`config.mk`:
```
export PLATFORM = sky130hd
export DESIGN_NAME = mic_reg_file
export DESIGN_NICKNAME = d
export VERILOG_FILES = /design/src/rtl/mic_reg_file_pkg.sv /design/src/rtl/mic_reg_file_shifter.sv /design/src/rtl/mic_reg_file.sv
export SDC_FILE = /design/constraint.sdc
export NUM_CORES = 1
export LEC_CHECK = 0
export BUFFER_PORTS_ARGS = -buffer_cell sky130_fd_sc_hd__buf_4
export CAP_MARGIN = 10
export CORE_MARGIN = 3
export CORE_UTILIZATION = 55
export DETAILED_ROUTE_END_ITERATION = 16
export GPL_TIMING_DRIVEN = 1
export PLACE_DENSITY = 0.78
export SLEW_MARGIN = 25
export SYNTH_ARGS = -nofsm -noshare
export SYNTH_HDL_FRONTEND = slang
export SYNTH_HIERARCHICAL = 1
export SYNTH_SLANG_ARGS = --single-unit
```
`constraint.sdc`:
```
create_clock -name clk -period 1.5 [get_ports clk]
set_input_delay 0.225 -clock clk [delete_from_list [all_inputs] [get_ports clk]]
set_output_delay 0.225 -clock clk [all_outputs]
set_load 0.005 [all_outputs]
```
`src/rtl/mic_reg_file_pkg.sv`:
```
// Shared MIC-1 datapath definitions: widths, B-bus source codes, C-bus write bits, shifter encoding.
package mic_reg_file_pkg;

  localparam int NBITS     = 32;
  localparam int BSEL_BITS = 4;
  localparam int CWR_BITS  = 9;

  typedef enum logic [BSEL_BITS-1:0] {
    B_MDR  = 4'd0,
    B_PC   = 4'd1,
    B_MBR  = 4'd2,
    B_MBRU = 4'd3,
    B_SP   = 4'd4,
    B_LV   = 4'd5,
    B_CPP  = 4'd6,
    B_TOS  = 4'd7,
    B_OPC  = 4'd8
  } b_src_e;

  localparam int CW_H   = 0;
  localparam int CW_OPC = 1;
  localparam int CW_TOS = 2;
  localparam int CW_CPP = 3;
  localparam int CW_LV  = 4;
  localparam int CW_SP  = 5;
  localparam int CW_PC  = 6;
  localparam int CW_MDR = 7;
  localparam int CW_MAR = 8;

  localparam logic [1:0] SH_NONE = 2'b00;
  localparam logic [1:0] SH_SRA1 = 2'b01;
  localparam logic [1:0] SH_SLL8 = 2'b10;
  localparam logic [1:0] SH_BOTH = 2'b11;

  function automatic logic [NBITS-1:0] sext8(input logic [7:0] v);
    return {{(NBITS-8){v[7]}}, v};
  endfunction

endpackage

```
`src/rtl/mic_reg_file_shifter.sv`:
```
// Combinational MIC-1 shifter: turns the ALU result into the C bus (SLL8 applied before SRA1).
module mic_shifter
  import mic_reg_file_pkg::*;
(
  input  logic [NBITS-1:0] alu_c_i,
  input  logic [1:0]       shift_i,
  output logic [NBITS-1:0] c_bus_o
);

  logic [NBITS-1:0] sll8;

  always_comb begin
    sll8 = {alu_c_i[NBITS-9:0], 8'h00};
    case (shift_i)
      SH_NONE: c_bus_o = alu_c_i;
      SH_SLL8: c_bus_o = sll8;
      SH_SRA1: c_bus_o = {alu_c_i[NBITS-1], alu_c_i[NBITS-1:1]};
      SH_BOTH: c_bus_o = {sll8[NBITS-1], sll8[NBITS-1:1]};
      default: c_bus_o = alu_c_i;
    endcase
  end

endmodule

```
`src/rtl/mic_reg_file.sv`:
```
// MIC-1 register file, N/Z flags and registered memory strobes around the ALU.
// Optional sticky conflict_err output when MIC_RF_CONFLICT_CHECK_EN is defined.
module mic_reg_file
  import mic_reg_file_pkg::*;
(
  input  logic                 clk,
  input  logic                 reset,
  input  logic [NBITS-1:0]     alu_c,
  input  logic                 alu_n,
  input  logic                 alu_z,
  input  logic [1:0]           shift,
  input  logic [CWR_BITS-1:0]  c_wr,
  input  logic [BSEL_BITS-1:0] b_sel,
  input  logic                 mem_rd,
  input  logic                 mem_wr,
  input  logic                 mem_fetch,
  input  logic [NBITS-1:0]     mem_rdata,
  input  logic [7:0]           mem_fdata,
  output logic [NBITS-1:0]     h_out,
  output logic [NBITS-1:0]     b_bus,
  output logic                 n_flag,
  output logic                 z_flag,
  output logic [NBITS-1:0]     mem_addr,
  output logic [NBITS-1:0]     mem_wdata,
  output logic [NBITS-1:0]     mem_pc,
  output logic                 mem_rd_o,
  output logic                 mem_wr_o,
  output logic                 mem_fetch_o
`ifdef MIC_RF_CONFLICT_CHECK_EN
  ,
  output logic                 conflict_err
`endif
);

  logic [NBITS-1:0] c_bus;
  logic [NBITS-1:0] h_q, opc_q, tos_q, cpp_q, lv_q, sp_q, pc_q, mdr_q, mar_q;
  logic [NBITS-1:0] h_d, opc_d, tos_d, cpp_d, lv_d, sp_d, pc_d, mdr_d, mar_d;
  logic [7:0]       mbr_q, mbr_d;
  logic             n_q, z_q;
  logic             rd_q, wr_q, fetch_q;
  logic             rd_d, wr_d, fetch_d;

  mic_shifter u_shifter (
    .alu_c_i (alu_c),
    .shift_i (shift),
    .c_bus_o (c_bus)
  );

  // An active read strobe means its data arrives on this edge; a C-bus MDR write still wins.
  always_comb begin
    h_d     = c_wr[CW_H]   ? c_bus : h_q;
    opc_d   = c_wr[CW_OPC] ? c_bus : opc_q;
    tos_d   = c_wr[CW_TOS] ? c_bus : tos_q;
    cpp_d   = c_wr[CW_CPP] ? c_bus : cpp_q;
    lv_d    = c_wr[CW_LV]  ? c_bus : lv_q;
    sp_d    = c_wr[CW_SP]  ? c_bus : sp_q;
    pc_d    = c_wr[CW_PC]  ? c_bus : pc_q;
    mar_d   = c_wr[CW_MAR] ? c_bus : mar_q;
    mdr_d   = c_wr[CW_MDR] ? c_bus : (rd_q ? mem_rdata : mdr_q);
    mbr_d   = fetch_q ? mem_fdata : mbr_q;
    rd_d    = mem_rd & ~mem_wr;
    wr_d    = mem_wr;
    fetch_d = mem_fetch;
  end

  always_ff @(posedge clk) begin
    if (reset) begin
      h_q     <= '0;
      opc_q   <= '0;
      tos_q   <= '0;
      cpp_q   <= '0;
      lv_q    <= '0;
      sp_q    <= '0;
      pc_q    <= '0;
      mdr_q   <= '0;
      mar_q   <= '0;
      mbr_q   <= '0;
      n_q     <= 1'b0;
      z_q     <= 1'b0;
      rd_q    <= 1'b0;
      wr_q    <= 1'b0;
      fetch_q <= 1'b0;
    end else begin
      h_q     <= h_d;
      opc_q   <= opc_d;
      tos_q   <= tos_d;
      cpp_q   <= cpp_d;
      lv_q    <= lv_d;
      sp_q    <= sp_d;
      pc_q    <= pc_d;
      mdr_q   <= mdr_d;
      mar_q   <= mar_d;
      mbr_q   <= mbr_d;
      n_q     <= alu_n;
      z_q     <= alu_z;
      rd_q    <= rd_d;
      wr_q    <= wr_d;
      fetch_q <= fetch_d;
    end
  end

  always_comb begin
    case (b_sel)
      B_MDR:   b_bus = mdr_q;
      B_PC:    b_bus = pc_q;
      B_MBR:   b_bus = sext8(mbr_q);
      B_MBRU:  b_bus = {{(NBITS-8){1'b0}}, mbr_q};
      B_SP:    b_bus = sp_q;
      B_LV:    b_bus = lv_q;
      B_CPP:   b_bus = cpp_q;
      B_TOS:   b_bus = tos_q;
      B_OPC:   b_bus = opc_q;
      default: b_bus = '0;
    endcase
  end

  assign h_out       = h_q;
  assign n_flag      = n_q;
  assign z_flag      = z_q;
  assign mem_addr    = mar_q;
  assign mem_wdata   = mdr_q;
  assign mem_pc      = pc_q;
  assign mem_rd_o    = rd_q;
  assign mem_wr_o    = wr_q;
  assign mem_fetch_o = fetch_q;

`ifdef MIC_RF_CONFLICT_CHECK_EN
  logic conflict_q, conflict_d;

  always_comb begin
    conflict_d = conflict_q
               | (rd_q & c_wr[CW_MDR])
               | (mem_rd & mem_wr)
               | (b_sel > BSEL_BITS'(B_OPC));
  end

  always_ff @(posedge clk) begin
    if (reset) conflict_q <= 1'b0;
    else       conflict_q <= conflict_d;
  end

  assign conflict_err = conflict_q;
`endif

endmodule
```
==> impl_metrics.json <==
{
  "clk_latency_ns": 0.50,
  "dominantRegCellSynth": "dfxtp_1",
  "post-route-util": 0.745,
  "die_w_um": 166,
  "clockBufferDepth": 3,
  "netlist_area_um2": 14100,
  "cp-start-kind": "flip-flop",
  "drc": 0,
  "synth_adder_area_share": 0,
  "synth_top_area_share": 0.428,
  "die_area_um2": 27500,
  "finalNetCount": 1837,
  "synth_common_cells": "mux2i_1 (351), nor2_1 (310), dfxtp_1 (301)",
  "clock_skew_ns": 0.00673,
  "synthSimpleGateAreaFrac": 0.172,
  "grt-ovfl-total": 0,
  "viasPerCell": 5.81,
  "synth-async-reset-ratio": 0,
  "numCtsBuffers": 34,
  "initial_core_util": 0.569,
  "avgRoutedWirePerCell_um": 21.3,
  "wl_um": 44600,
  "grt_pass1_wl_um": 69300,
  "io_pins": 259,
  "power.leakage_nw": 8.91,
  "crit_chain": "mux2_4, a222oi_1, o221ai_1, buf_4",
  "synth_mux_area_frac": 0.305,
  "n_fill_cell": 1763,
  "h-tree-depth": 2,
  "netlist_instances": 1465,
  "cpPeakStageDelay_ns": 0.37,
  "drive_gt1_frac": 0.325,
  "yosys.cell_count.top_type": "mux2i_1",
  "hpwl_um": 29400,
  "finalHoldViolations": 0,
  "crit_fanout": 2,
  "grt_max_degree": 48,
  "min_path_type": "primary input to flip-flop",
  "synth_compound_area_frac": 0.0413,
  "vdd_ir_drop_max_v": 0.000891,
  "ys_top_cells_by_area": "dfxtp_1 (43%), mux2i_1 (25%), nor2_1 (8.3%)",
  "timing.fmax_mhz": 492,
  "track_usage": 0.310,
  "worstSetupPathType": "flip-flop to output port",
  "powerDensity_nw_per_um2": 1110,
  "end_kind": "output port",
  "diodes": 0,
  "num_rows": 57,
  "drv_slew": 0,
  "antenna_found_initial": 0,
  "ys_seq_elements": 301,
  "synth_top_family_by_area": "multiplexers",
  "slowest_stage": "a222oi_1",
  "worst_slack_ns": -0.532,
  "cts_tree": "yes",
  "yosysTopAreaCell": "dfxtp_1",
  "status": "finished with violations",
  "portBuffers": 258,
  "yosysSeqAreaShare": 0.428,
  "core-area_um2": 24700,
  "synth_nets": 1559,
  "grt_pass1_vias": 12300,
  "fp.dieH_um": 166,
  "ys_warn_count": 6,
  "slew_headroom": 0.320,
  "clockRootBuffer": "clkbuf_16",
  "synth_cell_types": 42,
  "critPathBufInv": 1,
  "timing.hold.ws_ns": 0.0402,
  "fin_crit_ns": 2.03,
  "syn_area_per_cell_um2": 9.60,
  "synth-xor-area-share": 0,
  "setup_tns_ns": -12.74,
  "cts_sinks": 301,
  "cp.required_ns": 1.27,
  "vias": 12100,
  "violations": "setup timing",
  "setup_viol": 32,
  "syn_to_final_growth_pct": 31.1,
  "rsz0062_at_grt": "yes",
  "clkTransAtPathRegs_ns": 0.06,
  "gp_congestion": 0.899,
  "synth-edff-count": 0,
  "period_share": 1.35,
  "drtPass1Iterations": 7,
  "drt_iter0_drc": 936,
  "max_cap_viol_count": 0,
  "p_total_w": 0.0206,
  "tightestPinTransition_ns": 1.02,
  "drtAntennaViolNets": 0,
  "worst_ep_arrival_time_ns": 1.81,
  "cp_top_family": "compound AO/OA/AOI/OAI gates"
}
layer usage:
layer / track usage / routed length [µm]
met1: 0.407 / 19200
met3: 0.0559 / 3090
met2: 0.520 / 20900
met4: 0.103 / 1350
met5: 0 / 0
timing repair:
action	CTS	global route
endpoints found under the setup margin	33	32
endpoints found under the hold margin	12	0
gates cloned	1	0
buffers inserted	13	4
pin swaps	50	28
gates resized for setup	82	22
hold buffers	12	0
path summary, 6_finish.rpt:
kind	cells after the start	slack, ns	start	endpoint
worst max register to register	4	0.24	mem_rd_o$_SDFF_PP0_	mem_wdata[4]$_SDFFE_PP0P_
worst min register to register	2	0.49	tos_q[20]$_SDFFE_PP0P_	tos_q[20]$_SDFFE_PP0P_
worst max-delay path	4	-0.53	sp_q[7]$_SDFFE_PP0P_	b_bus[7]
worst min-delay path	3	0.04	mem_fdata[1]	mbr_q[1]$_SDFFE_PP0P_
kinds of logic (layout without fill, tap and decap cells):
kind of cell / Yosys count / in the layout
compound gates: 97 / 97
buf+inv: 157 / 459
flops: 301 / 301
mux: 417 / 417
simple gates: 493 / 493
through the flow:
| stage | std cells | cell area (µm²) | setup WS (ns) |
|---|---|---|---|
| finish | 2091 | 18400 | -0.532 |
| global placement | 2005 | 16800 | -0.503 |
| floorplan | 1465 | 14100 | 0.0589 |
| detailed placement | 2005 | 16800 | -0.491 |
| global route | 2091 | 18400 | -0.563 |
| CTS | 2090 | 18400 | -0.534 |
flip-flops by register name, summed over array words and instances (netlist names), 8 cells and up:
signal	cells
mem_wdata	32
mbr_q	8
lv_q	32
h_out	32
sp_q	32
mem_addr	32
tos_q	32
opc_q	32
mem_pc	32
cpp_q	32
layout make-up:
| cell class | count | area, µm² | share of cell area |
|---|---|---|---|
| multi-input combinational | 1007 | 7480 | 0.405 |
| clock inverter | 13 | 98.8 | 0.00536 |
| tap | 324 | 405 | 0.0220 |
| sequential | 301 | 6050 | 0.328 |
| clock buffer | 47 | 1000 | 0.0544 |
| timing repair buffer | 399 | 3410 | 0.185 |
where the power goes:
part	internal (W)	leakage [nW]	total (W)	switching (W)
Sequential	0.00857	2.49	0.00891	0.000344
Combinational	0.00172	5.88	0.00351	0.00179
Clock	0.00486	0.546	0.00814	0.00328
Total	0.0152	8.91	0.0206	0.00541
worst reg2reg max path, stage by stage, from the launching register on:
cell and delay [ns]:
dfxtp_2 0.36, buf_12 0.19, mux2_1 0.37, mux2i_1 0.15, nor2_1 0.06
cells in the final DEF (no fill, tap or decap), types with 4 or more instances in the layout:
cell           instances
o21ai_2               22
dfxtp_1              278
a21oi_2                4
a21oi_1               11
nand2_1               28
o21ai_0               20
buf_12                24
clkbuf_16             37
dlygate4sd3_1         12
clkbuf_8               4
buf_4                347
mux2i_1              350
nor2b_1                8
a22oi_2                4
mux2_2                52
and3b_1               46
clkbuf_1               6
a22oi_1               20
dfxtp_2               23
or2_2                  4
mux2_1                 8
nor2_1               310
buf_6                 14
nand3b_1              16
o21ai_1                6
or3b_2                 5
nand3_1                9
or4_4                  5
clkinv_2               9
nand4_1               24
and3_1                25
(Power assumes the default switching activity.)
